[config.mk]
export PLATFORM = sky130hd
export DESIGN_NAME = alpha_scroller_flat
export DESIGN_NICKNAME = d
export VERILOG_FILES = /design/src/rtl/alpha_scroller_if.sv /design/src/rtl/alpha_scroller.sv /design/src/flat_wrapper.sv
export SDC_FILE = /design/constraint.sdc
export NUM_CORES = 1
export LEC_CHECK = 0
export BUFFER_PORTS_ARGS = -buffer_cell sky130_fd_sc_hd__buf_2
export CAP_MARGIN = 20
export CELL_PAD_IN_SITES_DETAIL_PLACEMENT = 1
export CELL_PAD_IN_SITES_GLOBAL_PLACEMENT = 1
export CORE_MARGIN = 2
export CORE_UTILIZATION = 45
export DETAILED_ROUTE_END_ITERATION = 10
export GPL_TIMING_DRIVEN = 0
export PLACE_DENSITY = 0.86
export SLEW_MARGIN = 0
export SYNTH_ARGS = -nofsm -noshare
export SYNTH_HDL_FRONTEND = slang
export SYNTH_SLANG_ARGS = --single-unit
[constraint.sdc]
create_clock -name clk -period 6.6 [get_ports clk]
set_input_delay 1.32 -clock clk [delete_from_list [all_inputs] [get_ports clk]]
set_output_delay 1.32 -clock clk [all_outputs]
set_load 0.05 [all_outputs]
[src/rtl/alpha_scroller_if.sv]
// Character load port for alpha_scroller: valid/ready handshake with end-of-message marker.
interface alpha_scroller_if;
  logic       load_valid;
  logic       load_ready;
  logic [4:0] load_char;
  logic       load_last;

  modport master (output load_valid, output load_char, output load_last, input load_ready);
  modport slave  (input load_valid, input load_char, input load_last, output load_ready);
endinterface

[src/rtl/alpha_scroller.sv]
// Alphabetic seven-segment message driver: buffered load port, static or right-to-left marquee display.
// Optional feature macro ALPHA_SCROLL_BLINK_EN: static messages blink on every step.
module alpha_scroller #(
  parameter int unsigned DIGITS   = 6,
  parameter int unsigned MSG_LEN  = 16,
  parameter int unsigned TICK_DIV = 25000000
) (
  input  logic                  clk,
  input  logic                  reset_n,
  alpha_scroller_if.slave       ld,
  input  logic                  clear,
  input  logic                  enable,
  input  logic                  mode,
  output logic [7*DIGITS-1:0]   hex
);

  localparam int unsigned PTR_W  = (MSG_LEN > 1) ? $clog2(MSG_LEN) : 1;
  localparam int unsigned LEN_W  = $clog2(MSG_LEN + 1);
  localparam int unsigned IDX_W  = LEN_W + 1;
  localparam int unsigned TICK_W = $clog2(TICK_DIV);
  localparam int unsigned HEX_W  = 7 * DIGITS;

  localparam logic [1:0] ST_IDLE = 2'd0;
  localparam logic [1:0] ST_LOAD = 2'd1;
  localparam logic [1:0] ST_SHOW = 2'd2;

  localparam logic [6:0] GLYPH_BLANK = 7'b1111111;

  logic [1:0]        state_q, state_d;
  logic [4:0]        buf_q [MSG_LEN];
  logic [4:0]        buf_d [MSG_LEN];
  logic [PTR_W-1:0]  wr_ptr_q, wr_ptr_d;
  logic [LEN_W-1:0]  len_q, len_d;
  logic [PTR_W-1:0]  pos_q, pos_d;
  logic [TICK_W-1:0] tick_q, tick_d;
  logic [HEX_W-1:0]  hex_q, hex_d;
  logic              xfer;
  logic              step;
  logic              scroll_act;
  logic              blink_off;
  logic [IDX_W-1:0]  idx;

`ifdef ALPHA_SCROLL_BLINK_EN
  logic blink_q, blink_d;
  assign blink_off = blink_q;
`else
  assign blink_off = 1'b0;
`endif

  function automatic logic [6:0] glyph(input logic [4:0] code);
    case (code)
      5'd0:    glyph = 7'b0001000;
      5'd1:    glyph = 7'b0000011;
      5'd2:    glyph = 7'b1000110;
      5'd3:    glyph = 7'b0100001;
      5'd4:    glyph = 7'b0000110;
      5'd5:    glyph = 7'b0001110;
      5'd6:    glyph = 7'b0010000;
      5'd7:    glyph = 7'b0001011;
      5'd8:    glyph = 7'b1111001;
      5'd9:    glyph = 7'b1110001;
      5'd10:   glyph = 7'b0001010;
      5'd11:   glyph = 7'b1000111;
      5'd12:   glyph = 7'b1101010;
      5'd13:   glyph = 7'b0101011;
      5'd14:   glyph = 7'b0100011;
      5'd15:   glyph = 7'b0001100;
      5'd16:   glyph = 7'b0011000;
      5'd17:   glyph = 7'b0101111;
      5'd18:   glyph = 7'b0010010;
      5'd19:   glyph = 7'b0000111;
      5'd20:   glyph = 7'b1000001;
      5'd21:   glyph = 7'b1100011;
      5'd22:   glyph = 7'b1010101;
      5'd23:   glyph = 7'b0001001;
      5'd24:   glyph = 7'b0010001;
      5'd25:   glyph = 7'b0100100;
      5'd27:   glyph = 7'b0111111;
      5'd28:   glyph = 7'b1110111;
      default: glyph = GLYPH_BLANK;
    endcase
  endfunction

  assign ld.load_ready = reset_n && !clear && ((state_q == ST_IDLE) || (state_q == ST_LOAD));
  assign xfer          = ld.load_valid && ld.load_ready;
  assign scroll_act    = mode && (len_q > LEN_W'(DIGITS));
  assign hex           = hex_q;

  // Next-state: load sequencing, step timing and marquee position
  always_comb begin
    state_d  = state_q;
    buf_d    = buf_q;
    wr_ptr_d = wr_ptr_q;
    len_d    = len_q;
    pos_d    = pos_q;
    tick_d   = tick_q;
    step     = 1'b0;
`ifdef ALPHA_SCROLL_BLINK_EN
    blink_d  = blink_q;
`endif
    if (clear) begin
      state_d  = ST_IDLE;
      wr_ptr_d = '0;
      len_d    = '0;
      pos_d    = '0;
      tick_d   = '0;
`ifdef ALPHA_SCROLL_BLINK_EN
      blink_d  = 1'b0;
`endif
    end else begin
      case (state_q)
        ST_IDLE, ST_LOAD: begin
          if (xfer) begin
            buf_d[wr_ptr_q] = ld.load_char;
            if (ld.load_last || (wr_ptr_q == PTR_W'(MSG_LEN - 1))) begin
              state_d  = ST_SHOW;
              len_d    = LEN_W'(wr_ptr_q) + LEN_W'(1);
              wr_ptr_d = '0;
              pos_d    = '0;
              tick_d   = '0;
`ifdef ALPHA_SCROLL_BLINK_EN
              blink_d  = 1'b0;
`endif
            end else begin
              state_d  = ST_LOAD;
              wr_ptr_d = wr_ptr_q + PTR_W'(1);
            end
          end
        end
        ST_SHOW: begin
          if (enable) begin
            if (tick_q == TICK_W'(TICK_DIV - 1)) begin
              tick_d = '0;
              step   = 1'b1;
            end else begin
              tick_d = tick_q + TICK_W'(1);
            end
          end
          if (step && scroll_act) begin
            pos_d = (pos_q == PTR_W'(len_q - LEN_W'(1))) ? '0 : pos_q + PTR_W'(1);
          end
`ifdef ALPHA_SCROLL_BLINK_EN
          else if (step) begin
            blink_d = !blink_q;
          end
`endif
        end
        default: state_d = ST_IDLE;
      endcase
    end
  end

  // Display window from the current buffer state; registered one cycle later
  always_comb begin
    hex_d = '1;
    idx   = '0;
    if (!clear && (state_q == ST_SHOW)) begin
      for (int i = 0; i < int'(DIGITS); i++) begin
        idx = IDX_W'(pos_q) + IDX_W'(i);
        if (idx >= IDX_W'(len_q)) begin
          idx = idx - IDX_W'(len_q);
        end
        if (scroll_act) begin
          hex_d[7*(int'(DIGITS)-1-i) +: 7] = glyph(buf_q[idx[PTR_W-1:0]]);
        end else if ((IDX_W'(i) < IDX_W'(len_q)) && !blink_off) begin
          hex_d[7*(int'(DIGITS)-1-i) +: 7] = glyph(buf_q[PTR_W'(i)]);
        end
      end
    end
  end

  always_ff @(posedge clk) begin
    if (!reset_n) begin
      state_q  <= ST_IDLE;
      wr_ptr_q <= '0;
      len_q    <= '0;
      pos_q    <= '0;
      tick_q   <= '0;
      hex_q    <= '1;
`ifdef ALPHA_SCROLL_BLINK_EN
      blink_q  <= 1'b0;
`endif
    end else begin
      state_q  <= state_d;
      wr_ptr_q <= wr_ptr_d;
      len_q    <= len_d;
      pos_q    <= pos_d;
      tick_q   <= tick_d;
      hex_q    <= hex_d;
`ifdef ALPHA_SCROLL_BLINK_EN
      blink_q  <= blink_d;
`endif
    end
  end

  // Message storage needs no reset: only entries below len are ever displayed
  always_ff @(posedge clk) begin
    buf_q <= buf_d;
  end

endmodule

[src/flat_wrapper.sv]
// flat-port wrapper written by rule: the top's interface ports become plain ports
module alpha_scroller_flat 
#(
  parameter int unsigned DIGITS   = 6,
  parameter int unsigned MSG_LEN  = 16,
  parameter int unsigned TICK_DIV = 25000000
)
  (clk, reset_n, clear, enable, mode, hex, ld_load_valid, ld_load_char, ld_load_last, ld_load_ready);
  alpha_scroller_if ld_i ();
  input  logic clk;
  input  logic reset_n;
  input  logic clear;
  input  logic enable;
  input  logic mode;
  output logic [7*DIGITS-1:0] hex;
  input wire logic [$bits(ld_i.load_valid)-1:0] ld_load_valid;
  input wire logic [$bits(ld_i.load_char)-1:0] ld_load_char;
  input wire logic [$bits(ld_i.load_last)-1:0] ld_load_last;
  output wire logic [$bits(ld_i.load_ready)-1:0] ld_load_ready;
  assign ld_i.load_valid = ld_load_valid;
  assign ld_i.load_char = ld_load_char;
  assign ld_i.load_last = ld_load_last;
  assign ld_load_ready = ld_i.load_ready;
  alpha_scroller #(.DIGITS(DIGITS), .MSG_LEN(MSG_LEN), .TICK_DIV(TICK_DIV)) u_core (.clk(clk), .reset_n(reset_n), .ld(ld_i), .clear(clear), .enable(enable), .mode(mode), .hex(hex));
endmodule
== After elaboration in Yosys (flattened, before gate mapping) ==
Memory sizes are Yosys's and may differ from the RTL's. A register that Yosys moved wholly into a read port is not among the register bits.
Index checks and enable logic that the tools add are counted.

* Flip-flop bits (word level): 162
* Memory bits (read-only): 2,688
* Output and inout bits: 43
* Word-level logic and storage cells: 180
* Memories kept: 12

{| class="wikitable"
|+ Memory list
! memory !! words !! bits a word !! rd ports !! clocked after Yosys merged registers in !! wr ports !! line !! RTL
|-
| (name not given) || 32 || 7 || 1 || 0 || 0 || alpha_scroller.sv:51 || <nowiki>case (code)</nowiki>
|-
| (name not given) || 32 || 7 || 1 || 1 || 0 || alpha_scroller.sv:51 ||
|-
| (name not given) || 32 || 7 || 1 || 0 || 0 || alpha_scroller.sv:51 ||
|-
| (name not given) || 32 || 7 || 1 || 1 || 0 || alpha_scroller.sv:51 ||
|-
| (name not given) || 32 || 7 || 1 || 0 || 0 || alpha_scroller.sv:51 ||
|-
| (name not given) || 32 || 7 || 1 || 1 || 0 || alpha_scroller.sv:51 ||
|-
| 6 more memories || - || - || - || - || - || - ||
|}

* $add $sub $neg: 16
* Magnitude comparators: 21
* Equal/unequal tests: 9
* Mux-type cells: 69
* Bitwise logic cells: 10
* Reduce and logical (&&, ||, !) cells: 21

{| class="wikitable"
|+ Operator list
! cell !! number
|-
| $bmux W5 S4 || 6
|-
| $mux W25 || 4
|-
| $mux W5 || 19
|-
| $mux W7 || 12
|-
| $bwmux W80 || 1
|-
| $mux W4 || 17
|-
| $pmux W25 S2 || 1
|-
| $ge A5 B5 Y1 const B || 7
|-
| $not A4 Y5 || 7
|-
| $add A25 B1 Y25 const B || 1
|-
| $eq A25 B25 Y1 const B || 1
|-
| $ge A5 B5 Y1 || 5
|-
| $sub A4 B4 Y4 || 6
|-
| $demux W5 S4 || 1
|-
| $add A4 B1 Y5 const B || 2
|-
| $add A4 B2 Y5 const B || 2
|-
| $add A4 B3 Y5 const B || 2
|-
| $lt A1 B5 Y1 const A || 2
|-
| $lt A2 B5 Y1 const A || 2
|-
| $lt A3 B5 Y1 const A || 2
|-
| $add A4 B1 Y4 const B || 2
|-
| $pmux W4 S2 || 1
|-
| $reduce_and A4 Y1 || 2
|-
| $logic_and A1 B1 Y1 || 7
|-
| 21 further kinds || 34
|}

== Longest topological paths before layout ==
Gate-level depths: netlist of run 1.
An unclocked memory read counts as a cell.

* Depth after elaboration: 10
* Mapped depth: 23
* Depth with buffers taken out: 20

== Least setup slack after synthesis of run 1 ==
Ideal clock, no wire load.

* Path type: in2reg
* Start point: input clear
* End point: register with a tool-made name
* Setup time: 0.132 ns
* Data arrival time: 4.734 ns
* Setup slack: 1.735 ns
* Stages on the path: 11
* Buffers on the path: 2
* Path through: nand2b_1 -> clkbuf_1 -> nor2_1 -> nand2_1 -> clkinv_1 -> clkbuf_1 -> a21boi_1 -> nor2_1 -> o21ai_0 -> a21oi_1 -> a21oi_1

{| class="wikitable"
|+ RTL lines
! element !! line !! RTL
|-
| start: declaration || flat_wrapper.sv:12 || <nowiki>input logic clear;</nowiki>
|}

== Worst setup path after layout of run 1 ==
* Start point: register u_core.pos_q[1]
* End point: register u_core.hex_q[3] (netlist: u_core.hex[3])

* Longest elaborated chain between the ends: 10
* Elaborated cells between the ends (all ways): 11
* Classes of those cells: add/sub (2); order compare (1); mux (6); bitwise (1); memory (1)

{| class="wikitable"
|+ Ends and longest elaborated chain
! element !! line !! RTL
|-
| start: declaration || alpha_scroller.sv:34 || <nowiki>logic [PTR_W-1:0] pos_q, pos_d;</nowiki>
|-
| start signal: assignment || alpha_scroller.sv:187 || <nowiki>pos_q <= pos_d;</nowiki>
|-
| $add A4 B3 Y5 (*) || alpha_scroller.sv:159 || <nowiki>idx = IDX_W'(pos_q) + IDX_W'(i);</nowiki>
|-
| $sub A4 B4 Y4 / $ge A5 B5 Y1 (equally long branches) || alpha_scroller.sv:161, alpha_scroller.sv:160 ||
|-
| $mux W4 (*) || alpha_scroller.sv:160 || <nowiki>if (idx >= IDX_W'(len_q)) begin</nowiki>
|-
| $mux W4 (*) || alpha_scroller.sv:157 || <nowiki>if (!clear && (state_q == ST_SHOW)) begin</nowiki>
|-
| $not A4 Y5 (implied by the code) (*) || alpha_scroller.sv:164 || <nowiki>hex_d[7*(int'(DIGITS)-1-i) +: 7] = glyph(buf_q[idx[PTR_W-1:0]]);</nowiki>
|-
| $bmux W5 S4 (*) || alpha_scroller.sv:164 ||
|-
| $mux W5 (implied by the code) (*) (2 in a row) || alpha_scroller.sv:164 ||
|-
| $mem_v2 Z32 W7 (*) || - ||
|-
| $mux W7 (*) || alpha_scroller.sv:163 || <nowiki>if (scroll_act) begin</nowiki>
|-
| end signal: assignment || alpha_scroller.sv:179 || <nowiki>hex_q <= '1;</nowiki>
|-
| end signal: assignment || alpha_scroller.sv:189 || <nowiki>hex_q <= hex_d;</nowiki>
|-
| end: declaration || alpha_scroller.sv:36 || <nowiki>logic [HEX_W-1:0] hex_q, hex_d;</nowiki>
|}

Every way passes the cells marked *; elsewhere a longest branch is shown, timed or not. The select of a mux whose other input is x is not followed.
A chain may end at the register's enable or synchronous reset.

==> results.py, run 1 <==
metrics = {
    "sta": {
        "period_minus_slack_ps": 6340,
        "max_slew.worst_pin.slew_ps": 1340,
        "timing.final.hold_violations": 0,
        "clock_skew_ps": 40.3,
        "max_freq_ghz": 0.158,
        "timing.max_slew.rel_slack_pct": 10.4,
        "layout_worst_path_cycle_share_pct": 96.0,
        "timing.final.max_slew_violations": 0,
        "fin_setup_tns_ps": 0,
        "final_number_of_setup_violating_endpoints": 0,
        "setup_repair_after_global_routing_missed_its_margin": "false",
    },
    "power_and_ir_drop": {
        "power_switching_mw": 1.08,
        "post-layout-total-power_mw": 3.49,
        "combinationalPowerShare_pct": 18.7,
        "clockPowerShare_pct": 42.0,
        "cellInternalPower_mw": 2.40,
        "netSwitchingFraction_pct": 31.1,
        "power.sequential.fraction_pct": 39.2,
        "ir_worst_vdd_uv": 162,
        "total_leakage_power_nw": 8.37,
        "power-per-cell-area_nw_per_um2": 163,
    },
    "yosys": {
        "async_flop_share_pct": 0,
        "synth.most_common_cell": "nand2_1",
        "syn-cell-area_um2": 19400,
        "yosysUniqueCellTypes": 96,
        "synth_sequential_area_ratio_pct": 25.1,
        "post_synth.cell_area_avg_um2": 8.04,
        "ys_top_cells_by_count": "nand2_1 (245), nor2_1 (182), o21ai_0 (174), a21oi_1 (173)",
        "synth.ff_latch_count": 204,
        "synth-warning-count": 0,
        "postSynthCellCount": 2418,
        "postSynthNetCount": 2567,
        "synth_flop_cell": "dfxtp_1",
        "number_of_synthesized_flops_with_an_enable_pin": 80,
        "synthTopCellsByArea": "dfxtp_1 (13%), edfxtp_1 (12%), ha_1 (8.6%)",
        "synth.largest_area_cell": "dfxtp_1",
        "synth.top_cell.area_share_pct": 12.8,
    },
    "critical_path": {
        "worst-endpoint-required_ps": 7020,
        "cp_slowest_stage_delay_ps": 710,
        "cp_num_buf_inv": 4,
        "cp-end-kind": "register",
        "crit_top_cell": "ha_1",
        "cp_max_fo": 11,
        "path_delay_family": "buffers and inverters",
        "startpoint_type": "register",
        "crit_chain": "inv_1 > ha_1 > ha_1 > nor2b_1 > o2111ai_1 > nand4_1 > mux2i_1 > clkbuf_1 > o21ai_0 > o211ai_1 > a31o_2 > clkbuf_1 > inv_1 > ha_1 > mux2i_1 > nand3b_1 > o211ai_1 > a211oi_1",
        "critical_path_class": "register to register",
        "critical_path.slowest_cell": "mux2i_1",
        "cp.arrival_ps": 6760,
    },
    "die": {
        "die_area_um2": 44900,
        "die_height_um": 212,
        "start_util_pct": 45.3,
        "die_w_um": 212,
        "placement_rows": 76,
        "design.portCount": 55,
        "core_area_um2": 42900,
    },
    "job": {
        "max_cap_check_violation_count": 0,
    },
    "placement": {
        "finalWeightedCongestion": 1.10,
        "port_buffers": 54,
        "hpwl_um": 62100,
    },
    "layout": {
        "ff_latch_area_um2": 4880,
        "multiInputGateArea_um2": 13400,
        "syn2layout_area_growth_pct": 9.88,
        "fillCellCount": 5285,
        "nets": 2654,
        "layout-drive-gt1-share_pct": 10.1,
        "layout.core_utilization_pct": 49.8,
    },
    "drt": {
        "route.final.wire_length_um": 84100,
        "post_drt_wl_per_cell_um": 27.0,
        "initialDrtViolationCount": 2242,
        "ant_nets": 0,
        "drtPass1Iterations": 6,
        "drc_errors": 0,
        "detailroute.via_count": 21266,
        "route.detailed.vias_per_inst": 6.84,
    },
    "grt": {
        "first_global_vias": 21107,
        "grt_usage_pct": 37.3,
        "grt_start_max_net_pins": 27,
        "overflow_left_after_global_routing": 0,
        "grt_first_pass_wirelength_um": 128000,
        "antenna_found_initial": 1,
    },
    "cts": {
        "clkLatencyLatePin_ps": 590,
        "htree_levels": 1,
        "cts_num_sinks": 204,
        "numCtsBuffers": 26,
        "cts.clk_slew.worst_paths_ps": 70,
        "cts-root-to-sink-buffers": 3,
        "clock-root-buffer": "clkbuf_16",
        "tritoncts": "built",
        "post_cts_hold_buffer_count": 0,
    },
    "hold_path": {
        "worst_hold_path_type": "register to register",
    },
    "status": {
        "run_status": "complete, no violations",
    },
}
-- per-layer routing --
| metal | vias up | GRT usage [%] | wire length, µm |
|---|---|---|---|
| li1 | 9282 | - | - |
| met1 | 10424 | 46.3 | 32200 |
| met2 | 1168 | 59.1 | 37100 |
| met3 | 392 | 8.06 | 8500 |
| met4 | 0 | 22.8 | 6360 |
| met5 | - | 0 | 0 |
-- cells by family after synthesis --
logic type | Yosys count | synth area share (%)
compound gates | 807 | 27.7
simple gates | 742 | 17.7
buf+inv | 291 | 6.03
flops | 204 | 25.1
mux | 203 | 12.9
fa+ha+maj | 137 | 8.98
xor+xnor | 34 | 1.53
-- worst paths after layout --
kind	start	end	slack [ps]	cells past startpoint
max reg2reg	u_core.pos_q[1]	u_core.hex[3]	260	18
min reg2reg	register	u_core.hex[14]	440	2
min	register	u_core.hex[14]	440	2
max	u_core.pos_q[1]	u_core.hex[3]	260	18
-- power by group through the flow --
stage / Sequential, mW / Clock (mW) / Combinational, mW
2_1_floorplan: 1.38 / 0 / 0.453
3_3_place_gp: 1.39 / 0 / 0.602
3_5_place_dp: 1.39 / 0 / 0.631
4_1_cts: 1.37 / 1.48 / 0.637
5_1_grt: 1.37 / 1.53 / 0.711
6_report: 1.37 / 1.47 / 0.653
-- through the flow --
step | std cells | hold slack (ps) | area [µm²] | setup WS, ps
2_1_floorplan | 2418 | 412 | 19400 | 1730
3_3_place_gp | 3057 | 425 | 20400 | 426
3_5_place_dp | 3060 | 428 | 20500 | 383
4_1_cts | 3108 | 448 | 21300 | 259
5_1_grt | 3111 | 464 | 21400 | 8.01
6_report | 3111 | 443 | 21400 | 264
-- worst register-to-register path, cell delays in order, from the launching register on --
cell and delay (ps):
dfxtp_1 640, inv_1 370, ha_1 470, ha_1 410, nor2b_1 360, o2111ai_1 190, nand4_1 220, mux2i_1 710
clkbuf_1 520, o21ai_0 250, o211ai_1 320, a31o_2 220, clkbuf_1 450, inv_1 210, ha_1 290, mux2i_1 200
nand3b_1 130, o211ai_1 150, a211oi_1 80
-- cell usage in the layout, fill, tap and decap left out, drive strengths merged, types with 43 or more instances in the layout --
cell type,n
nor3,50
inv,133
buf,115
o211ai,93
mux2i,135
a211oi,50
clkbuf,131
nor2,183
ha,133
a21oi,173
nand3,117
dfxtp,124
nand2,245
o21ai,190
edfxtp,80
o2111ai,43
-- cell type report --
type | count | share of cell area [%]
Sequential cell | 204 | 22.9
Antenna cell | 1 | 0.0117
Clock buffer | 31 | 3.14
Inverter | 135 | 2.37
Multi-Input combinational cell | 1923 | 62.7
Timing Repair Buffer | 59 | 1.49
Clock inverter | 17 | 0.838
Tap cell | 585 | 3.43
Buffer | 156 | 3.12
-- repair_timing --
action / 4_1_cts / 5_1_grt
endpoints found under the setup margin: 0 / 3
setup buffers: 0 / 0
gates resized for setup: 0 / 3
No activity file was read; power rests on OpenSTA's default activity.
==> run 2, diff against run 1 <==
Settings changed: ABC_AREA from default to 1, BUFFER_PORTS_ARGS -buffer_cell sky130_fd_sc_hd__buf_2 to default, DONT_BUFFER_PORTS from default to 1, PLACE_DENSITY 0.86 to 0.89.
==> run 2 against run 1 <==
Utilization decreased by 0.28 points. Global-route usage decreased by 1.1 points. Wire length decreased by 3.0%. Design area decreased by 2.5%. Non-clock buffer count decreased by 68. Count of clock-buffer cells in the layout increased by 6. Area after synthesis decreased by 1.2%. Total power increased by 28%. Sequential cell count unchanged. Final cell count increased by 16%. Setup slack improved by 1000 ps. Combinational power increased to 2.5 times the previous value. Highest routed layer unchanged.
==> results.py, run 2 <==
metrics = {
    "sta": {
        "max_slew.worst_pin.slew_ps": 1270,
        "fin_setup_tns_ps": 0,
        "max_freq_ghz": 0.189,
        "timing.final.hold_violations": 0,
        "timing.max_slew.rel_slack_pct": 14.6,
        "period_minus_slack_ps": 5290,
        "setup_repair_after_global_routing_missed_its_margin": "false",
        "clock_skew_ps": 29.7,
        "layout_worst_path_cycle_share_pct": 80.1,
        "final_number_of_setup_violating_endpoints": 0,
        "timing.final.max_slew_violations": 0,
    },
    "grt": {
        "overflow_left_after_global_routing": 0,
        "first_global_vias": 22532,
        "antenna_found_initial": 1,
        "grt_usage_pct": 36.2,
        "grt_start_max_net_pins": 40,
        "grt_first_pass_wirelength_um": 126000,
    },
    "yosys": {
        "synth.most_common_cell": "nand2_1",
        "syn-cell-area_um2": 19200,
        "number_of_synthesized_flops_with_an_enable_pin": 80,
        "ys_top_cells_by_count": "nand2_1 (963), nand3_1 (509), inv_1 (278), o21ai_0 (150), nor2_1 (138)",
        "synthTopCellsByArea": "nand2_1 (19%), nand3_1 (13%), dfxtp_1 (13%)",
        "synth_sequential_area_ratio_pct": 25.4,
        "postSynthCellCount": 3022,
        "postSynthNetCount": 3171,
        "synth_flop_cell": "dfxtp_1",
        "async_flop_share_pct": 0,
        "synth.largest_area_cell": "nand2_1",
        "synth.top_cell.area_share_pct": 18.8,
        "post_synth.cell_area_avg_um2": 6.36,
        "synth-warning-count": 0,
        "synth.ff_latch_count": 204,
        "yosysUniqueCellTypes": 55,
    },
    "drt": {
        "route.final.wire_length_um": 81600,
        "drtPass1Iterations": 5,
        "wire_length_on_met1_um": 32100,
        "drc_errors": 0,
        "post_drt_wl_per_cell_um": 22.5,
        "met3WireLength_um": 7570,
        "met2RoutedLength_um": 37000,
        "detailroute.via_count": 22238,
        "ant_nets": 0,
        "initialDrtViolationCount": 2104,
        "top_layer": "met4",
        "route.detailed.vias_per_inst": 6.14,
    },
    "layout": {
        "layout-drive-gt1-share_pct": 8.37,
        "syn2layout_area_growth_pct": 8.37,
        "nets": 3209,
        "layout.cells.non_filler": 3621,
        "layout.cells.most_common_list": "nand2_1 (963), nand3_1 (509), inv_1 (278), o21ai_0 (150), nor2_1 (138)",
        "final_common_cell": "nand2_1",
        "finish.instance_area_um2": 20800,
        "fillCellCount": 5769,
    },
    "job": {
        "max_cap_check_violation_count": 0,
    },
    "power_and_ir_drop": {
        "total_leakage_power_nw": 9.36,
        "power-per-cell-area_nw_per_um2": 215,
        "ir_worst_vdd_uv": 198,
        "post-layout-total-power_mw": 4.48,
    },
    "cts": {
        "tritoncts": "built",
        "cts_post_setup_buffers_inserted": 0,
        "htree_levels": 1,
        "cts.clk_slew.worst_paths_ps": 60,
        "clock-root-buffer": "clkbuf_16",
        "numCtsBuffers": 27,
        "cts_num_sinks": 204,
        "clkLatencyLatePin_ps": 600,
        "cts-root-to-sink-buffers": 3,
        "post_cts_hold_buffer_count": 0,
        "post_cts.resized_instances": 0,
    },
    "die": {
        "core_area_um2": 42000,
        "start_util_pct": 45.7,
        "placement_rows": 75,
        "die_w_um": 211,
        "design.portCount": 55,
        "die_height_um": 211,
        "die_area_um2": 44400,
    },
    "critical_path": {
        "critical_path_class": "register to register",
        "cp_max_fo": 13,
        "cp-end-kind": "register",
        "startpoint_type": "register",
        "worst-endpoint-required_ps": 7130,
        "cp.arrival_ps": 5820,
    },
    "status": {
        "run_status": "complete, no violations",
    },
    "placement": {
        "placed_area_um2": 19900,
        "hpwl_um": 62400,
        "port_buffers": 0,
        "total_instance_count_after_detailed_placement": 3568,
        "finalWeightedCongestion": 1.07,
    },
    "hold_path": {
        "worst_hold_path_type": "register to register",
    },
}
==> run 2: changes by cell type after synthesis, moves of 30 or more <==
cell	delta
mux4_2	-30
nor2_1	-44
mux2_2	-35
nand3_1	+393
o21ai_1	+31
mux2i_1	-133
o2111ai_1	-43
inv_1	+146
a211oi_1	-42
clkbuf_1	-72
nand2_1	+718
a21oi_1	-59
==> run 2: path summary, 6_finish.rpt <==
check / from / to / slack [ps] / cells after the start
setup / recovery: u_core.pos_q[1] / u_core.hex[1] / 1310 / 18
setup reg to reg: u_core.pos_q[1] / u_core.hex[1] / 1310 / 18
hold reg to reg: register / u_core.hex[24] / 450 / 2
hold / removal: register / u_core.hex[24] / 450 / 2
==> run 2: logic make-up after synthesis <==
kind of cell / after synthesis / synth area share (%)
adders and majority gates: 137 / 9.08
AOI/OAI and AO/OA: 495 / 15.4
buffers and inverters: 446 / 10.3
xor gates and xnor gates: 21 / 0.958
DFF: 204 / 25.4
and+or+nand+nor: 1719 / 38.9
==> run 2: cell type report <==
class                           count  area, µm²  share of cell area [%]
Clock buffer                       37        766                    3.68
Tap cell                          539        674                    3.24
Timing Repair Buffer                9       62.6                   0.301
Multi-Input combinational cell   2372      12400                    59.3
Buffer                            138        815                    3.91
Clock inverter                     13       97.6                   0.469
Antenna cell                        1       2.50                  0.0120
Inverter                          308       1160                    5.58
Sequential cell                   204       4880                    23.5
==> run 2: report_power, final <==
group          leakage, nW  total [mW]  switching [mW]  internal [mW]
Sequential            1.74        1.36          0.0202           1.34
Clock                0.417        1.47           0.645          0.821
Combinational         7.21        1.65            1.15          0.505
==> run 2: layer usage <==
metal  GRT usage (%)  vias to the layer above
li1                -                    10172
met1            44.8                    10700
met2            59.5                     1092
met4            19.7                        0
met5           0.334                        -
met3            6.69                      274
==> run 2: worst max-delay path, cell delays in order (launching register included) <==
cell and delay (ps):
dfxtp_1 700, inv_1 370, ha_1 550, ha_1 330
nand3_1 100, nand2_1 90, nand2_1 160, nand2_4 110
o21ai_1 840, inv_1 400, nand3_1 190, nand2_1 260
inv_1 310, ha_1 290, o21ai_0 170, nand2_1 80
nand3_1 100, nand3_1 80, nand2_1 100
==> run 2: stage by stage <==
| stage | util [%] | hold slack (ps) | worst slack, ps |
|---|---|---|---|
| final | 49.5 | 446 | 1310 |
| after global routing | 49.5 | 458 | 1000 |
| after CTS | 49.5 | 449 | 1440 |
| after detailed placement | 47.4 | 433 | 1450 |
| after global placement | 47.3 | 427 | 1620 |
| after floorplan | - | 417 | 2730 |
==> run 3, diff against run 2 <==
Settings changed: CORE_UTILIZATION 45 to 43.
Clock period 6.6 ns to 4.6 ns, I/O delays scaled along.
==> run 3 against run 2 <==
The run now ends with setup timing left. Setup slack lost 1300 ps. Die area grew 4.6%. Global-route usage fell by 1.8 points. First-iteration DRC count is 15% higher. Total power is 46% higher. Hold slack worse by 1.7 ps. Sequential power is 44% higher. Non-clock buffer count grew 18. Critical endpoint is now u_core.hex[14]. Largest power group unchanged. Highest routed layer unchanged.
==> results.py, run 3 (same netlist as run 2, synthesis figures left out) <==
metrics = {
    "status": {
        "run_status": "complete, but fails checks",
        "violations": "setup timing",
    },
    "die": {
        "design.portCount": 55,
        "start_util_pct": 43.5,
        "die_height_um": 215,
        "die_area_um2": 46400,
        "die_w_um": 215,
        "placement_rows": 77,
        "core_area_um2": 44100,
    },
    "critical_path": {
        "cp.arrival_ps": 5060,
        "cp-end-kind": "register",
        "cp_num_cells": 28,
        "reg2reg_depth": 28,
        "critical_path.slowest_cell": "dfxtp_1",
        "cp_max_fo": 11,
        "critical_path_class": "register to register",
        "worst-endpoint-required_ps": 5050,
        "startpoint_type": "register",
        "crit_top_cell": "nand2_1",
        "cp_num_buf_inv": 6,
        "path_delay_family": "simple AND/OR/NAND/NOR gates",
        "cp_slowest_stage_delay_ps": 360,
    },
    "grt": {
        "grt_use_met2_pct": 56.3,
        "groute.layer.met3.usage_pct": 7.19,
        "grt_first_pass_wirelength_um": 127000,
        "grt_usage_pct": 34.4,
        "grt.busiest_layer": "met2",
        "antenna_found_initial": 1,
        "first_global_vias": 23218,
        "overflow_left_after_global_routing": 0,
        "grt_start_max_net_pins": 40,
        "grt_util_met1_pct": 40.8,
    },
    "cts": {
        "cts-root-to-sink-buffers": 3,
        "numCtsBuffers": 26,
        "clkLatencyLatePin_ps": 570,
        "cts_num_sinks": 204,
        "clock-root-buffer": "clkbuf_16",
        "cts.clk_slew.worst_paths_ps": 70,
        "tritoncts": "built",
        "htree_levels": 1,
    },
    "drt": {
        "route.final.wire_length_um": 83000,
        "ant_nets": 0,
        "post_drt_wl_per_cell_um": 22.5,
        "drtPass1Iterations": 6,
        "detailroute.via_count": 22744,
        "drc_errors": 0,
        "route.detailed.vias_per_inst": 6.17,
        "initialDrtViolationCount": 2426,
    },
    "power_and_ir_drop": {
        "power-per-cell-area_nw_per_um2": 309,
        "ir_worst_vdd_uv": 263,
        "total_leakage_power_nw": 9.48,
    },
    "layout": {
        "layout-drive-gt1-share_pct": 9.88,
        "multiInputGateArea_um2": 12500,
        "finish.instance_area_um2": 21200,
        "final_common_cell": "nand2_1",
        "fillCellCount": 6088,
        "nets": 3226,
        "ff_latch_area_um2": 4890,
        "layout.cells.most_common_list": "nand2_1 (952), nand3_1 (509), inv_1 (273), o21ai_0 (149), nor2_1 (138)",
        "syn2layout_area_growth_pct": 10.2,
    },
    "job": {
        "max_cap_check_violation_count": 0,
    },
    "sta": {
        "timing.final.hold_violations": 0,
        "timing.max_slew.rel_slack_pct": 19.5,
        "max_slew.worst_pin.slew_ps": 1190,
        "clock_skew_ps": 25.0,
        "timing.final.max_slew_violations": 0,
        "final_number_of_setup_violating_endpoints": 1,
        "fin_setup_tns_ps": -5.19,
        "layout_worst_path_cycle_share_pct": 100,
        "postLayoutSetupSlackWorst_ps": -5.19,
        "period_minus_slack_ps": 4610,
        "max_freq_ghz": 0.217,
    },
    "placement": {
        "placed_area_um2": 20000,
        "finalWeightedCongestion": 1.09,
        "preCtsSetupSlack_ps": -892,
        "hpwl_um": 62600,
        "port_buffers": 0,
    },
    "hold_path": {
        "hold_path_stages": 0,
        "worst_hold_path_type": "primary input to register",
    },
}
run 3: cell types whose count changed in the layout (fill, tap and decap cells not counted), sizes merged:
cell	before	now
clkinv	9	7
buf	119	131
clkbuf	65	74
clkinvlp	3	4
inv	309	304
run 3: metal layers:
layer  vias up  part of all wire, %  routed length (µm)
li1      10192                    -                   -
met1     10965                   38               31700
met2      1204                   45               37400
met3       383                  9.2                7650
met4         0                  7.5                6260
met5         -                    0                   0
run 3: cell type report:
type                       count  share of cell area [%]
inverter                     308                    5.57
antenna                        1                  0.0118
timing repair buffer          27                   0.899
sequential                   204                    23.1
multi-input combinational   2372                    58.9
clock inverter                 7                   0.213
clock buffer                  40                    3.81
buffer                       138                    4.03
tap                          592                    3.50
run 3: final timing paths:
| kind | from | end | slack (ps) |
|---|---|---|---|
| worst max-delay path | u_core.pos_q[0] | u_core.hex[14] | -5 |
| worst min-delay path | ld_load_char[2] | u_core.buf_q[37] | 440 |
| worst max register to register | u_core.pos_q[0] | u_core.hex[14] | -5 |
| worst min register to register | register | u_core.hex[40] | 450 |
run 3: per-stage QoR:
| stage | power, mW | hold slack [ps] | cells | util [%] |
|---|---|---|---|---|
| after floorplan | 3.67 | 417 | 3022 | - |
| after global placement | 4.21 | 430 | 3614 | 45.2 |
| after detailed placement | 4.33 | 437 | 3621 | 45.3 |
| after CTS | 6.41 | 440 | 3669 | 47.4 |
| after global routing | 6.85 | 437 | 3688 | 48.0 |
| final | 6.54 | 444 | 3689 | 48.0 |
run 3: report_power, final:
group	internal [mW]	total [mW]	switching [mW]
logic	0.753	2.51	1.76
clock network	1.20	2.07	0.870
registers	1.93	1.96	0.0309
total	3.88	6.54	2.66
run 3: repair_timing:
item / CTS / global route
hold buffers: 0 / 0
endpoints found under the hold margin: 0 / 0
resized for setup: 17 / 43
pin swaps: 0 / 3
cloned: 0 / 0
buffers inserted: 1 / 13
endpoints found under the setup margin: 29 / 31
